==> config.mk <==
export PLATFORM = sky130hd
export DESIGN_NAME = shift_mac_array
export DESIGN_NICKNAME = d
export VERILOG_FILES = /design/src/rtl/shift_mac_array.sv
export SDC_FILE = /design/constraint.sdc
export NUM_CORES = 1
export LEC_CHECK = 0
export BUFFER_PORTS_ARGS = -buffer_cell sky130_fd_sc_hd__buf_2
export CORE_UTILIZATION = 55
export DETAILED_ROUTE_END_ITERATION = 10
export GPL_ROUTABILITY_DRIVEN = 0
export PLACE_DENSITY = 0.72
export SYNTH_ARGS = -nofsm -noshare
export SYNTH_HDL_FRONTEND = slang
export SYNTH_SLANG_ARGS = --single-unit
==> constraint.sdc <==
create_clock -name clk -period 4.5 [get_ports clk]
set_clock_uncertainty 0.1 [all_clocks]
set_input_delay 1.35 -clock clk [delete_from_list [all_inputs] [get_ports clk]]
set_output_delay 1.35 -clock clk [all_outputs]
set_load 0.005 [all_outputs]
==> src/rtl/shift_mac_array.sv <==
// shift_mac_array
//   Multi-lane log-weight multiply-accumulate. Each lane multiplies an
//   unsigned activation by a sign+exponent weight using a shift and an
//   optional two's-complement negate. The lane products are summed and
//   accumulated with saturation over a group of beats that ends with i_last.
//   Three stages: S1 lane products, S2 lane sum, S3 accumulator/result.
//   A single stall signal (advance) freezes every stage under backpressure.
//
// Ports
//   clk, reset         clock, synchronous active-high reset
//   i_valid / o_ready  input beat handshake (o_ready = advance)
//   i_weight           LANES x (EXP_W+1): lane k at [k*(EXP_W+1) +: EXP_W+1], MSB = sign
//   i_act              LANES x ACT_W unsigned activations
//   i_skip             per-lane skip, a skipped lane contributes zero
//   i_last             final beat of the group
//   o_valid / i_ready  result handshake
//   o_result           signed saturated group sum (ACC_W)
//   o_count            beats in the group, saturating (CNT_W)
//   o_sat              accumulator clamped at least once in the group
module shift_mac_array #(
  parameter int LANES = 4,
  parameter int ACT_W = 8,
  parameter int EXP_W = 3,
  parameter int ACC_W = 32,
  parameter int CNT_W = 8
) (
  input  logic                       clk,
  input  logic                       reset,
  input  logic                       i_valid,
  output logic                       o_ready,
  input  logic [LANES*(EXP_W+1)-1:0] i_weight,
  input  logic [LANES*ACT_W-1:0]     i_act,
  input  logic [LANES-1:0]           i_skip,
  input  logic                       i_last,
  output logic                       o_valid,
  input  logic                       i_ready,
  output logic [ACC_W-1:0]           o_result,
  output logic [CNT_W-1:0]           o_count,
  output logic                       o_sat
);

  localparam int WW    = EXP_W + 1;
  localparam int PW    = ACT_W + (1 << EXP_W) - 1;
  // The lane sum is kept wide enough for 16 full-scale lanes so that a
  // narrow accumulator still sees the true beat sum and clamps correctly
  // instead of wrapping before the saturation check.
  localparam int SUM_W = PW + 5;
  localparam int S2_W  = (ACC_W > SUM_W) ? ACC_W : SUM_W;
  localparam int EXT_W = S2_W + 1;

  localparam logic signed [EXT_W-1:0] ACC_MAX_X = {{(EXT_W-ACC_W+1){1'b0}}, {(ACC_W-1){1'b1}}};
  localparam logic signed [EXT_W-1:0] ACC_MIN_X = {{(EXT_W-ACC_W+1){1'b1}}, {(ACC_W-1){1'b0}}};
  localparam logic [CNT_W-1:0]        CNT_MAX   = {CNT_W{1'b1}};

  logic advance;

  logic [EXP_W-1:0]        lane_exp  [LANES];
  logic [PW-1:0]           lane_mag  [LANES];
  logic signed [PW-1:0]    lane_prod [LANES];
  logic signed [S2_W-1:0]  lane_sum;

  logic                    s1_valid_d, s1_valid_q;
  logic                    s1_last_d,  s1_last_q;
  logic signed [PW-1:0]    s1_prod_d [LANES];
  logic signed [PW-1:0]    s1_prod_q [LANES];

  logic                    s2_valid_d, s2_valid_q;
  logic                    s2_last_d,  s2_last_q;
  logic signed [S2_W-1:0]  s2_sum_d,   s2_sum_q;

  logic signed [EXT_W-1:0] acc_sum;
  logic [ACC_W-1:0]        acc_next;
  logic                    acc_clamp;
  logic [CNT_W-1:0]        cnt_inc;

  logic [ACC_W-1:0]        acc_d,      acc_q;
  logic [CNT_W-1:0]        cnt_d,      cnt_q;
  logic                    sticky_d,   sticky_q;
  logic                    o_valid_d,  o_valid_q;
  logic [ACC_W-1:0]        o_result_d, o_result_q;
  logic [CNT_W-1:0]        o_count_d,  o_count_q;
  logic                    o_sat_d,    o_sat_q;

  // The whole pipeline moves only when the result register is free or
  // being drained this cycle.
  assign advance = !o_valid_q || i_ready;
  assign o_ready = advance;

  // Per-lane shift product; exponent 0 or a skipped lane yields zero.
  always_comb begin
    for (int k = 0; k < LANES; k++) begin
      lane_exp[k] = i_weight[k*WW +: EXP_W];
      lane_mag[k] = {{(PW-ACT_W){1'b0}}, i_act[k*ACT_W +: ACT_W]} << (lane_exp[k] - EXP_W'(1));
      if (lane_exp[k] == '0 || i_skip[k]) begin
        lane_prod[k] = '0;
      end else if (i_weight[k*WW + EXP_W]) begin
        lane_prod[k] = -$signed(lane_mag[k]);
      end else begin
        lane_prod[k] = $signed(lane_mag[k]);
      end
    end
  end

  // S1 next state: capture lane products of the incoming beat.
  always_comb begin
    s1_valid_d = s1_valid_q;
    s1_last_d  = s1_last_q;
    for (int k = 0; k < LANES; k++) begin
      s1_prod_d[k] = s1_prod_q[k];
    end
    if (advance) begin
      s1_valid_d = i_valid;
      s1_last_d  = i_last;
      for (int k = 0; k < LANES; k++) begin
        s1_prod_d[k] = lane_prod[k];
      end
    end
  end

  // Sign-extended sum of the registered S1 products.
  always_comb begin
    lane_sum = '0;
    for (int k = 0; k < LANES; k++) begin
      lane_sum = lane_sum + {{(S2_W-PW){s1_prod_q[k][PW-1]}}, s1_prod_q[k]};
    end
  end

  // S2 next state.
  always_comb begin
    s2_valid_d = s2_valid_q;
    s2_last_d  = s2_last_q;
    s2_sum_d   = s2_sum_q;
    if (advance) begin
      s2_valid_d = s1_valid_q;
      s2_last_d  = s1_last_q;
      s2_sum_d   = lane_sum;
    end
  end

  // Saturating accumulate and saturating beat count.
  always_comb begin
    acc_sum   = {{(EXT_W-ACC_W){acc_q[ACC_W-1]}}, acc_q} + {s2_sum_q[S2_W-1], s2_sum_q};
    acc_clamp = 1'b0;
    acc_next  = acc_sum[ACC_W-1:0];
    if (acc_sum > ACC_MAX_X) begin
      acc_next  = ACC_MAX_X[ACC_W-1:0];
      acc_clamp = 1'b1;
    end else if (acc_sum < ACC_MIN_X) begin
      acc_next  = ACC_MIN_X[ACC_W-1:0];
      acc_clamp = 1'b1;
    end
    cnt_inc = (cnt_q == CNT_MAX) ? cnt_q : cnt_q + CNT_W'(1);
  end

  // S3: a last beat publishes the result and clears the group state in the
  // same cycle so the next group starts from zero with no dead cycle.
  always_comb begin
    acc_d      = acc_q;
    cnt_d      = cnt_q;
    sticky_d   = sticky_q;
    o_valid_d  = o_valid_q;
    o_result_d = o_result_q;
    o_count_d  = o_count_q;
    o_sat_d    = o_sat_q;
    if (advance) begin
      o_valid_d = 1'b0;
      if (s2_valid_q) begin
        if (s2_last_q) begin
          o_valid_d  = 1'b1;
          o_result_d = acc_next;
          o_count_d  = cnt_inc;
          o_sat_d    = sticky_q | acc_clamp;
          acc_d      = '0;
          cnt_d      = '0;
          sticky_d   = 1'b0;
        end else begin
          acc_d    = acc_next;
          cnt_d    = cnt_inc;
          sticky_d = sticky_q | acc_clamp;
        end
      end
    end
  end

  always_ff @(posedge clk) begin
    if (reset) begin
      s1_valid_q <= 1'b0;
      s1_last_q  <= 1'b0;
      for (int k = 0; k < LANES; k++) begin
        s1_prod_q[k] <= '0;
      end
      s2_valid_q <= 1'b0;
      s2_last_q  <= 1'b0;
      s2_sum_q   <= '0;
      acc_q      <= '0;
      cnt_q      <= '0;
      sticky_q   <= 1'b0;
      o_valid_q  <= 1'b0;
      o_result_q <= '0;
      o_count_q  <= '0;
      o_sat_q    <= 1'b0;
    end else begin
      s1_valid_q <= s1_valid_d;
      s1_last_q  <= s1_last_d;
      for (int k = 0; k < LANES; k++) begin
        s1_prod_q[k] <= s1_prod_d[k];
      end
      s2_valid_q <= s2_valid_d;
      s2_last_q  <= s2_last_d;
      s2_sum_q   <= s2_sum_d;
      acc_q      <= acc_d;
      cnt_q      <= cnt_d;
      sticky_q   <= sticky_d;
      o_valid_q  <= o_valid_d;
      o_result_q <= o_result_d;
      o_count_q  <= o_count_d;
      o_sat_q    <= o_sat_d;
    end
  end

  assign o_valid  = o_valid_q;
  assign o_result = o_result_q;
  assign o_count  = o_count_q;
  assign o_sat    = o_sat_q;

endmodule

=== Yosys cells after proc, flatten, opt, wreduce, memory -nomap -nowiden ===
Memories as Yosys holds them, arrays and structs flattened.
Cells that the tools add are included.

* $add $sub $neg: 13
* $lt $le $gt $ge: 2
* Eq/ne operators: 1
* Shift-type cells: 4
* Multiplexer cells: 26
* Bitwise operators: 5
* Reductions and logical operators: 12

{| class="wikitable"
|+ Operators with widths
! operator !! count
|-
| $mux 15 || 12
|-
| $mux 32 || 3
|-
| $mux 60 || 1
|-
| $neg 15->15 || 4
|-
| $shl 8x3->15 || 4
|-
| $add 32x18->33 || 1
|-
| $gt 33x32->1 const B || 1
|-
| $lt 33x32->1 const B || 1
|-
| $add 17x15->18 || 1
|-
| $add 16x15->17 || 1
|-
| $add 15x15->16 || 1
|-
| $mux 8 || 2
|-
| $logic_not 3->1 || 4
|-
| $sub 3x1->3 const B || 4
|-
| $add 8x1->8 const B || 1
|-
| $eq 8x8->1 const B || 1
|-
| $mux 1 || 8
|-
| $logic_or 1x1->1 || 5
|-
| $or 1x1->1 || 5
|-
| $reduce_and 3->1 || 1
|-
| $reduce_and 2->1 || 1
|-
| $logic_not 1->1 || 1
|}

* Register bits after elaboration: 105
* Memory bits (writable): 60
* Bits of input ports: 57
* Output and inout bits: 43
* Memories: 1

{| class="wikitable"
|+ Memory list
! memory !! words !! bits a word !! read ports !! clocked after Yosys merged registers in !! write ports !! line !! text
|-
| s1_prod_q || 4 || 15 || 4 || 0 || 4 || 65 || <nowiki>logic signed [PW-1:0] s1_prod_q [LANES];</nowiki>
|}

=== Longest topological paths before layout ===
* Word-level depth: 7
* Depth in mapped cells: 14
* Mapped depth without buffers: 14

=== Least setup slack after synthesis ===
OpenSTA, ideal clock, no wires.

* Path kind: input-to-reg
* Start point: input i_weight[12]
* End point: memory s1_prod_q[3][14] (netlist name)
* Arrival: 3.915 ns
* Required time: 4.283 ns
* Path slack: 0.369 ns
* Stages on the path: 13
* Cells stage by stage: buf_2 > inv_1 > ha_1 > clkbuf_1 > mux4_2 > nor3_1 > nor2_1 > a21oi_1 > nand4_1 > or2_1 > o31ai_2 > xnor2_1 > a22o_1

{| class="wikitable"
|+ RTL lines
! element !! line !! text
|-
| from (decl) || 31 || <nowiki>input logic [LANES*(EXP_W+1)-1:0] i_weight,</nowiki>
|-
| to (decl) || 65 ||
|}

==> results.cfg <==
[cts]
cts_root_buf = clkbuf_16
hold_buffers = 0
htree_num_levels = 4
max-clock-path-buffers = 2
cts_made_buffers = 17
post_cts_buffers = 0
clk_latency_ps = 450
path_clk_slew_ps = 70
clock-sinks = 165
post_cts_resized = 0
cts_tree = done

[route]
firstDrtPassIters = 8
via_per_inst = 5.91
drc = 0
first_iter_violations = 577
ant_nets = 0
wl_per_cell_um = 16.1
wl_um = 29400
dr_total_vias = 10800

[layout]
final_cells = 1825
utilization_pct = 62.9
area_delta_synth_final_pct = 11.8
layout_common_cells = nand2_1 (195), dfxtp_1 (165), nor2_1 (145)
nNetsFinal = 1688
final_layout_size_suffix_gt1_share_pct = 13.8
diodes = 0
mostFrequentLayoutCell = nand2_1

[worst_setup_path]
path_class = in2reg
worstPathRequired_ps = 4730
path_max_fanout = 12
cp_cell_sequence = buf_2 -> inv_2 -> ha_1 -> buf_4 -> mux2i_1 -> mux2i_1 -> a22oi_1 -> o211ai_1 -> or4_4 -> o31ai_4 -> xor2_1 -> a22oi_1 -> nor2_1
critPathBufInv = 3
critPathLaunchType = input port
r2r_cells = 12
rr_endpoint = s2_sum_q[12]
reg2reg_from = s1_prod_q[3][2]
cp.arrival_ps = 4170
critPathTopFamily = compound AO/OA/AOI/OAI gates
max_stage_delay_ps = 490
r2r_slack_ps = 610
crit_path_end_kind = flop
crit_slowest_cell = or4_4

[synthesis]
yosysUniqueCellTypes = 75
ys_warn_count = 0
synth_flop_cell = dfxtp_1
synth_seq_cells = 165
yosysSeqAreaShare_pct = 27.9
syn-num-nets = 1630
synthCells = 1479
syn_avg_cell_area_um2 = 8.02
synthArstFlopShare_pct = 0
synth_edf_count = 0
synth.cell_area_mm2 = 0.0119

[power]
combPwrFrac_pct = 27.5
p_sw_uw = 1450
p_sw_share_pct = 32.2
p_int_uw = 3040
seqPwrFrac_pct = 36.2
ir_drop_mv = 0.277
leakage_uw = 0.00570
fin_total_pwr_uw = 4490
p_clk_share_pct = 36.3
power_density_mw_per_mm2 = 339

[placed_design]
dp_slack_ps = 104
post-dp-hpwl_um = 22000
dpl.cell_count = 1793
numPortBuffers = 99

[global_route]
track_usage_pct = 27.3
grt_max_degree = 49
antenna_found_initial = 0
overflow = 0
grt_pass1_vias = 9927
grt_pass1_wl_um = 48900

[floorplanning]
dieArea_mm2 = 0.0221
die_x_um = 149
start_util_pct = 56.2
ios = 100
fp.dieH_um = 149
core_region_area_mm2 = 0.0211
row_count = 53

[sta]
final-setup-viol-count = 0
tightestPinTransition_ps = 1260
min_period_ps = 3940
rsz0062_at_grt = no
fin_tns_setup_ps = 0
period_share_pct = 87.6
hold_viol = 0
worst_slack_ps = 556
finalMaxSlewViolations = 0
fmax_mhz = 254
slew_headroom_pct = 15.4

[worst_hold_path]
holdPathEnd = o_count[0]
hold_path_depth = 2
hold_class = reg2reg
hold_path.startpoint = o_count[0]

[outcome]
outcome = finished clean

[run]
max_cap_violations = 0
## final cells by class
class / instances / area (um^2)
Multi-Input combinational cell: 1182 / 8040
Fill cell: 1906 / 7830
Sequential cell: 165 / 3300
Timing Repair Buffer: 136 / 776
Clock buffer: 19 / 453
Tap cell: 275 / 344
Clock inverter: 13 / 208
Inverter: 35 / 131
## Yosys cell counts (14+ instances only)
cell type,number,area share [%]
nand2_1,195,6.2
dfxtp_1,165,28
nor2_1,146,4.6
a21oi_1,129,5.4
clkbuf_1,71,2.2
o21ai_0,71,3.0
ha_1,62,6.5
xnor2_1,53,3.9
a211oi_1,43,2.7
a22oi_1,35,2.2
xor2_1,34,2.5
mux2i_1,33,2.8
fa_1,32,5.4
inv_1,30,0.95
nor3_1,30,1.3
nand3_1,24,1.0
nand2b_1,23,1.2
a21o_1,22,1.4
o21ai_1,22,0.93
a22o_1,20,1.5
nor2b_1,18,0.95
a31oi_1,15,0.79
buf_2,15,0.63
nand4_1,14,0.74
## power by group through the flow
stage	Sequential [uW]	Combinational (uW)	Clock [uW]
finish	1620	1240	1630
global route	1630	1380	1720
CTS	1620	1230	1650
detailed placement	1660	1210	0
global placement	1660	1190	0
floorplan	1620	945	0
## per-layer routing
metal	vias up	share of wire, %	GRT usage [%]
met5	-	0	0
met4	0	1.8	7.91
met3	43	4.5	3.82
met2	282	49	46.9
met1	5048	45	35.5
li1	5413	-	-
## flip-flops by register name, summed over array words and instances, names as in the netlist
register	cells
s2_valid_q	1
o_count	8
s1_prod_q	60
cnt_q	8
s1_valid_q	1
s2_sum_q	18
s2_last_q	1
o_result	32
sticky_q	1
o_sat	1
o_valid	1
s1_last_q	1
acc_q	32
## through the flow
stage / area [um^2] / hold slack, ps
global route: 13300 / 371
CTS: 13300 / 353
detailed placement: 12600 / 343
floorplan: 11900 / 329
finish: 13300 / 350
global placement: 12600 / 340
## logic make-up after synthesis
family	after synthesis	share of synthesized area, %
buffers and inverters	132	4.46
adders and majority gates	94	11.9
xor gates and xnor gates	87	6.43
and+or+nand+nor	507	19.3
DFF	165	27.9
AOI/OAI and AO/OA	443	24.3
muxes	51	5.64
## worst max-delay path by stage
stage	startpoint	to	depth (start not counted)
global placement	i_weight[0]	s1_prod_q[0][12]	13
finish	i_weight[0]	s1_prod_q[0][12]	13
floorplan	i_weight[12]	s1_prod_q[3][14]	13
detailed placement	i_weight[0]	s1_prod_q[0][12]	13
global route	i_weight[0]	s1_prod_q[0][12]	13
CTS	i_weight[0]	s1_prod_q[0][12]	13
## worst reg2reg max path, delay by kind of cell (launching register included)
family	cells	cell delay (ps)
AO/OA/AOI/OAI	6	1480
flip-flops	1	420
adder cells (fa/ha/maj)	3	1330
XOR/XNOR	1	140
AND/OR/NAND/NOR	2	340
Note: power is estimated with default switching activity, not from simulation.
